File: config.mk
export PLATFORM = sky130hd
export DESIGN_NAME = clint_bridge_flat
export DESIGN_NICKNAME = d
export VERILOG_FILES = /design/src/rtl/clint_bridge_if.sv /design/src/rtl/clint_bridge.sv /design/src/flat_wrapper.sv
export SDC_FILE = /design/constraint.sdc
export NUM_CORES = 1
export LEC_CHECK = 0
export BUFFER_PORTS_ARGS = -buffer_cell sky130_fd_sc_hd__buf_2
export CAP_MARGIN = 5
export CORE_ASPECT_RATIO = 1.1
export CORE_UTILIZATION = 40
export CTS_CLUSTER_DIAMETER = 60
export DETAILED_ROUTE_END_ITERATION = 8
export PLACE_DENSITY_LB_ADDON = 0.05
export SLEW_MARGIN = 20
export SYNTH_ARGS = -nofsm -noshare
export SYNTH_HDL_FRONTEND = slang
export SYNTH_SLANG_ARGS = --single-unit
export TNS_END_PERCENT = 5
File: constraint.sdc
create_clock -name CLK -period 4.5 [get_ports CLK]
set_input_delay 0.45 -clock CLK [delete_from_list [all_inputs] [get_ports CLK]]
set_output_delay 0.45 -clock CLK [all_outputs]
set_load 0.03 [all_outputs]
File: src/rtl/clint_bridge_if.sv
// CPU request/response and CLINT register-port signals shared by the bridge and its requester.
interface clint_bridge_if;
    logic        i_req_valid;
    logic        o_req_ready;
    logic [31:0] i_req_addr;
    logic        i_req_we;
    logic [31:0] i_req_wdata;
    logic [3:0]  i_req_be;
    logic        o_rsp_valid;
    logic [31:0] o_rsp_rdata;
    logic        o_rsp_err;
    logic [15:0] o_offset;
    logic        o_we;
    logic [31:0] o_wdata;
    logic [31:0] i_rdata;

    modport slave (
        input  i_req_valid, i_req_addr, i_req_we, i_req_wdata, i_req_be, i_rdata,
        output o_req_ready, o_rsp_valid, o_rsp_rdata, o_rsp_err, o_offset, o_we, o_wdata
    );

    modport master (
        output i_req_valid, i_req_addr, i_req_we, i_req_wdata, i_req_be, i_rdata,
        input  o_req_ready, o_rsp_valid, o_rsp_rdata, o_rsp_err, o_offset, o_we, o_wdata
    );
endinterface

File: src/rtl/clint_bridge.sv
// Bridges a CPU valid/ready request onto a word-addressed CLINT register port.
// 2-5 cycles accept-to-response, one request in flight; the response pulse has no backpressure.
module clint_bridge #(
    parameter logic [31:0] BASE_ADDR = 32'h6000_0000,
    parameter logic [31:0] SPAN      = 32'h0001_0000
) (
    input  logic          CLK,
    input  logic          RST,
    clint_bridge_if.slave bus
);
    typedef enum logic [2:0] {IDLE, RD_ISSUE, RD_CAP, WR, RESP} state_t;
    state_t state, state_nxt;

    logic        accept;
    logic        in_win;
    logic        req_bad;
    logic [32:0] addr_ext;
    logic [32:0] win_lo;
    logic [32:0] win_hi;
    logic [15:0] offset_nxt;
    logic        we_q;
    logic        err_q;
    logic [3:0]  be_q;
    logic [31:0] rdata_q;

    // 33-bit compare so a window ending at 2^32 does not wrap onto address 0
    assign addr_ext   = {1'b0, bus.i_req_addr};
    assign win_lo     = {1'b0, BASE_ADDR};
    assign win_hi     = win_lo + {1'b0, SPAN};
    assign in_win     = (addr_ext >= win_lo) && (addr_ext < win_hi);
    assign req_bad    = !in_win || (bus.i_req_addr[1:0] != 2'b00);
    assign offset_nxt = bus.i_req_addr[15:0] - BASE_ADDR[15:0];
    assign accept     = bus.i_req_valid && (state == IDLE);

    always_ff @(posedge CLK or posedge RST) begin
        if (RST) state <= IDLE;
        else     state <= state_nxt;
    end

    always_comb begin
        state_nxt       = state;
        bus.o_req_ready = 1'b0;
        bus.o_we        = 1'b0;
        bus.o_rsp_valid = 1'b0;
        bus.o_rsp_rdata = '0;
        bus.o_rsp_err   = 1'b0;
        case (state)
            IDLE: begin
                bus.o_req_ready = 1'b1;
                if (accept) begin
                    if (req_bad)                       state_nxt = RESP;
                    else if (!bus.i_req_we)            state_nxt = RD_ISSUE;
                    else if (bus.i_req_be == 4'b0000)  state_nxt = RESP;
                    else if (bus.i_req_be == 4'b1111)  state_nxt = WR;
                    else                               state_nxt = RD_ISSUE;
                end
            end
            RD_ISSUE: state_nxt = RD_CAP;
            RD_CAP:   state_nxt = we_q ? WR : RESP;
            WR: begin
                bus.o_we  = 1'b1;
                state_nxt = RESP;
            end
            RESP: begin
                bus.o_rsp_valid = 1'b1;
                bus.o_rsp_rdata = rdata_q;
                bus.o_rsp_err   = err_q;
                state_nxt       = IDLE;
            end
            default: state_nxt = IDLE;
        endcase
    end

    always_ff @(posedge CLK or posedge RST) begin
        if (RST) begin
            bus.o_offset <= '0;
            bus.o_wdata  <= '0;
            we_q         <= 1'b0;
            err_q        <= 1'b0;
            be_q         <= '0;
            rdata_q      <= '0;
        end else if (accept) begin
            bus.o_offset <= offset_nxt;
            we_q         <= bus.i_req_we;
            be_q         <= bus.i_req_be;
            err_q        <= req_bad;
            rdata_q      <= '0;
            if (bus.i_req_we && !req_bad) bus.o_wdata <= bus.i_req_wdata;
        end else if (state == RD_CAP) begin
            // partial write: unenabled bytes come from the current register value
            if (we_q) begin
                for (int k = 0; k < 4; k++) begin
                    if (!be_q[k]) bus.o_wdata[8*k +: 8] <= bus.i_rdata[8*k +: 8];
                end
            end else begin
                rdata_q <= bus.i_rdata;
            end
        end
    end
endmodule
File: src/flat_wrapper.sv
// flat-port wrapper written by rule: the top's interface ports become plain ports
module clint_bridge_flat 
#(
    parameter logic [31:0] BASE_ADDR = 32'h6000_0000,
    parameter logic [31:0] SPAN      = 32'h0001_0000
)
  (CLK, RST, bus_i_req_valid, bus_i_req_addr, bus_i_req_we, bus_i_req_wdata, bus_i_req_be, bus_i_rdata, bus_o_req_ready, bus_o_rsp_valid, bus_o_rsp_rdata, bus_o_rsp_err, bus_o_offset, bus_o_we, bus_o_wdata);
  clint_bridge_if bus_i ();
  input  logic CLK;
  input  logic RST;
  input wire logic [$bits(bus_i.i_req_valid)-1:0] bus_i_req_valid;
  input wire logic [$bits(bus_i.i_req_addr)-1:0] bus_i_req_addr;
  input wire logic [$bits(bus_i.i_req_we)-1:0] bus_i_req_we;
  input wire logic [$bits(bus_i.i_req_wdata)-1:0] bus_i_req_wdata;
  input wire logic [$bits(bus_i.i_req_be)-1:0] bus_i_req_be;
  input wire logic [$bits(bus_i.i_rdata)-1:0] bus_i_rdata;
  output wire logic [$bits(bus_i.o_req_ready)-1:0] bus_o_req_ready;
  output wire logic [$bits(bus_i.o_rsp_valid)-1:0] bus_o_rsp_valid;
  output wire logic [$bits(bus_i.o_rsp_rdata)-1:0] bus_o_rsp_rdata;
  output wire logic [$bits(bus_i.o_rsp_err)-1:0] bus_o_rsp_err;
  output wire logic [$bits(bus_i.o_offset)-1:0] bus_o_offset;
  output wire logic [$bits(bus_i.o_we)-1:0] bus_o_we;
  output wire logic [$bits(bus_i.o_wdata)-1:0] bus_o_wdata;
  assign bus_i.i_req_valid = bus_i_req_valid;
  assign bus_i.i_req_addr = bus_i_req_addr;
  assign bus_i.i_req_we = bus_i_req_we;
  assign bus_i.i_req_wdata = bus_i_req_wdata;
  assign bus_i.i_req_be = bus_i_req_be;
  assign bus_i.i_rdata = bus_i_rdata;
  assign bus_o_req_ready = bus_i.o_req_ready;
  assign bus_o_rsp_valid = bus_i.o_rsp_valid;
  assign bus_o_rsp_rdata = bus_i.o_rsp_rdata;
  assign bus_o_rsp_err = bus_i.o_rsp_err;
  assign bus_o_offset = bus_i.o_offset;
  assign bus_o_we = bus_i.o_we;
  assign bus_o_wdata = bus_i.o_wdata;
  clint_bridge #(.BASE_ADDR(BASE_ADDR), .SPAN(SPAN)) u_core (.CLK(CLK), .RST(RST), .bus(bus_i));
endmodule
==> results.py <==
metrics = {
    "logic_synthesis": {
        "netlist_top_cells_count": "nand2_1 (226), dfrtp_1 (89), and2_1 (34)",
        "yosys.area_share.xor_xnor_pct": 0,
        "syn-num-nets": 581,
        "synth_async_sr_flop_share_pct": 100,
        "synth_edf_count": 0,
        "yosysTopAreaCell": "dfrtp_1",
        "syn_inst": 477,
        "synthFlopType": "dfrtp_1",
        "synth_cell_type_count": 30,
        "synth_most_common_cell": "nand2_1",
        "synthSimpleGateAreaFrac_pct": 31.2,
        "netlist_top_cells_area": "dfrtp_1 (53%), nand2_1 (20%), mux2_1 (8.3%)",
        "avgSynthCellArea_um2": 8.83,
        "muxShareOfSynthArea_pct": 8.65,
        "ys_ff_latch": 89,
        "yosys.area.top_type_share_pct": 52.9,
        "seq_area_frac_synth_pct": 52.9,
        "syn-cell-area_mm2": 0.00421,
        "yosys.area_share.adder_pct": 0,
        "synth_compound_area_share_pct": 4.64,
        "synth_top_family_by_area": "simple AND/OR/NAND/NOR gates",
        "yosys_warnings": 0,
    },
    "worst_setup_path": {
        "arrival_ns": 1.85,
        "worst-path-max-fanout": 33,
        "crit_required_ns": 4.05,
        "critical_path_class": "flop to primary output",
        "cp-end-kind": "primary output",
        "startpoint_type": "flop",
    },
    "die": {
        "core_mm2": 0.0100,
        "io-pin-count": 188,
        "num_rows": 38,
        "start_util_pct": 42.0,
        "die_w_um": 99.8,
        "dieArea_mm2": 0.0109,
        "die_h_um": 110,
    },
    "sta": {
        "setup_viol": 0,
        "fin_crit_ns": 2.30,
        "drv_slew": 0,
        "clock_skew_ns": 0.00661,
        "hold_viol": 0,
        "holdWs_ns": 0.270,
        "slew_headroom_pct": 38.5,
        "rsz0062_at_grt": "no",
        "tns_ns": 0,
        "period_share_pct": 51.1,
        "worst_pin_slew_ns": 0.921,
        "max_freq_mhz": 435,
    },
    "hold_path": {
        "hold_path.class": "primary input to async pin",
    },
    "grt": {
        "first_global_vias": 3628,
        "overflow": 0,
        "grt_start_max_net_pins": 57,
        "grt_antenna_before_repair": 0,
        "grt_pass1_wl_um": 17400,
        "grt_usage_pct": 20.5,
    },
    "pwr": {
        "power_density_mw_per_mm2": 303,
        "peakVddDrop_mv": 0.159,
        "power.leakage_nw": 3.16,
    },
    "placement": {
        "gp_congestion": 0.786,
        "port-buffer-count": 187,
        "dpl.hpwl_um": 7700,
    },
    "route": {
        "detail_route.iter0.violations": 167,
        "routedWlPerCell_um": 13.7,
        "vias": 3752,
        "routed_wl_um": 10900,
        "via_per_inst": 4.70,
        "ant_nets": 0,
        "drtPass1Iterations": 4,
        "drc": 0,
    },
    "cts": {
        "path_clk_slew_ns": 0.08,
        "cts.sinks": 89,
        "cts_buffer_depth": 2,
        "cts-hold-fix-buffers": 0,
        "clock_latency_ns": 0.35,
        "cts_tree": "yes",
        "post_cts_resized": 0,
        "cts_setup_buffers": 0,
        "cts_htree_levels": 3,
        "cts_root_buffer": "clkbuf_8",
        "cts_buffers": 9,
    },
    "run": {
        "drv_cap": 0,
    },
    "finish": {
        "final_nets": 758,
        "n_antenna_cell": 0,
        "area_growth_pct": 30.4,
        "drive_gt1_share_pct": 34.0,
    },
    "status": {
        "status": "complete, no violations",
    },
}
==> worst paths after layout <==
kind,depth (start not counted),slack [ns],end,startpoint
max in group asynchronous,3,3.21,u_core.rdata_q[16],RST
worst max register to register,6,2.22,u_core.bus.o_wdata[26],u_core.state[1]
worst min register to register,2,0.48,u_core.bus.o_offset[14],u_core.bus.o_offset[14]
min in group CLK,3,0.28,u_core.bus.o_offset[4],bus_i_req_addr[4]
worst min-delay path,2,0.27,u_core.bus.o_offset[13],RST
worst max-delay path,4,2.20,bus_o_rsp_rdata[13],u_core.state[0]
==> per-stage QoR <==
stage | std cells | setup slack (ns) | cell area [µm²] | util (%) | total power [mW]
floorplan | 477 | 1.74 | 4210 | - | 0.986
global placement | 783 | 2.30 | 5270 | 52.6 | 1.08
detailed placement | 783 | 2.26 | 5270 | 52.6 | 1.09
CTS | 798 | 2.18 | 5480 | 54.7 | 1.69
global route | 798 | 1.97 | 5490 | 54.7 | 1.75
finish | 798 | 2.20 | 5490 | 54.7 | 1.66
==> power by group <==
group | total, mW | switching (mW) | internal, mW | leakage, nW
sequential | 0.840 | 0.0150 | 0.825 | 1.20
combinational | 0.228 | 0.150 | 0.0776 | 1.84
clock | 0.597 | 0.272 | 0.325 | 0.106
total | 1.66 | 0.437 | 1.23 | 3.16
==> cells in the final DEF, fill, tap and decap left out <==
cell	netlist	layout
a211oi_1	1	1
a21bo_2	1	1
a21oi_1	32	32
a31oi_1	1	1
and2_1	34	33
and2_2	0	1
buf_2	3	187
buf_4	0	5
bufinv_16	0	2
clkbuf_1	19	2
clkbuf_8	0	10
clkinv_2	0	2
dfrtp_1	89	89
inv_1	2	1
mux2_1	31	31
mux2_4	1	1
nand2_1	226	225
nand2_4	0	1
nand2b_1	3	3
nand3_1	2	2
nand3_2	2	2
nand4b_1	1	1
nor2_1	8	8
nor2_4	4	4
nor2b_1	1	1
nor3_2	0	1
nor3_4	2	2
nor3b_2	0	1
nor4_1	2	2
nor4_2	1	1
nor4b_2	1	1
nor4b_4	1	1
o21ai_0	1	1
o22ai_1	1	1
or3_2	0	1
==> per-layer routing <==
metal	routed length, µm	track usage (%)
met4	163	7.56
met1	4950	26.9
met5	0	0
met3	632	3.81
met2	5160	34.0
==> logic make-up (layout without fill, tap and decap cells) <==
kind of cell,count (synthesis),after routing
compound gates,37,37
simple gates,291,291
mux,32,32
flops,89,89
buf+inv,28,209
==> layout make-up <==
class	count	area [µm²]
tap	140	175
clock inverter	3	65.1
clock buffer	12	145
inverter	2	8.76
sequential	89	2230
multi-input combinational	360	1890
timing repair buffer	192	973
fill	962	4540
==> sequential cells by signal, summed over array words and instances, names as in the netlist <==
signal	flops
u_core.bus.o_wdata	32
u_core.bus.o_offset	16
u_core.err_q	1
u_core.state	3
u_core.be_q	4
u_core.we_q	1
u_core.rdata_q	32
==> worst max-delay path, cell delays in order, from the launching register on <==
cell and delay [ns]:
dfrtp_1 0.49, nor3b_2 0.27, buf_4 0.34, and2_1 0.19, buf_2 0.20
No activity file was read; power rests on OpenSTA's default activity.
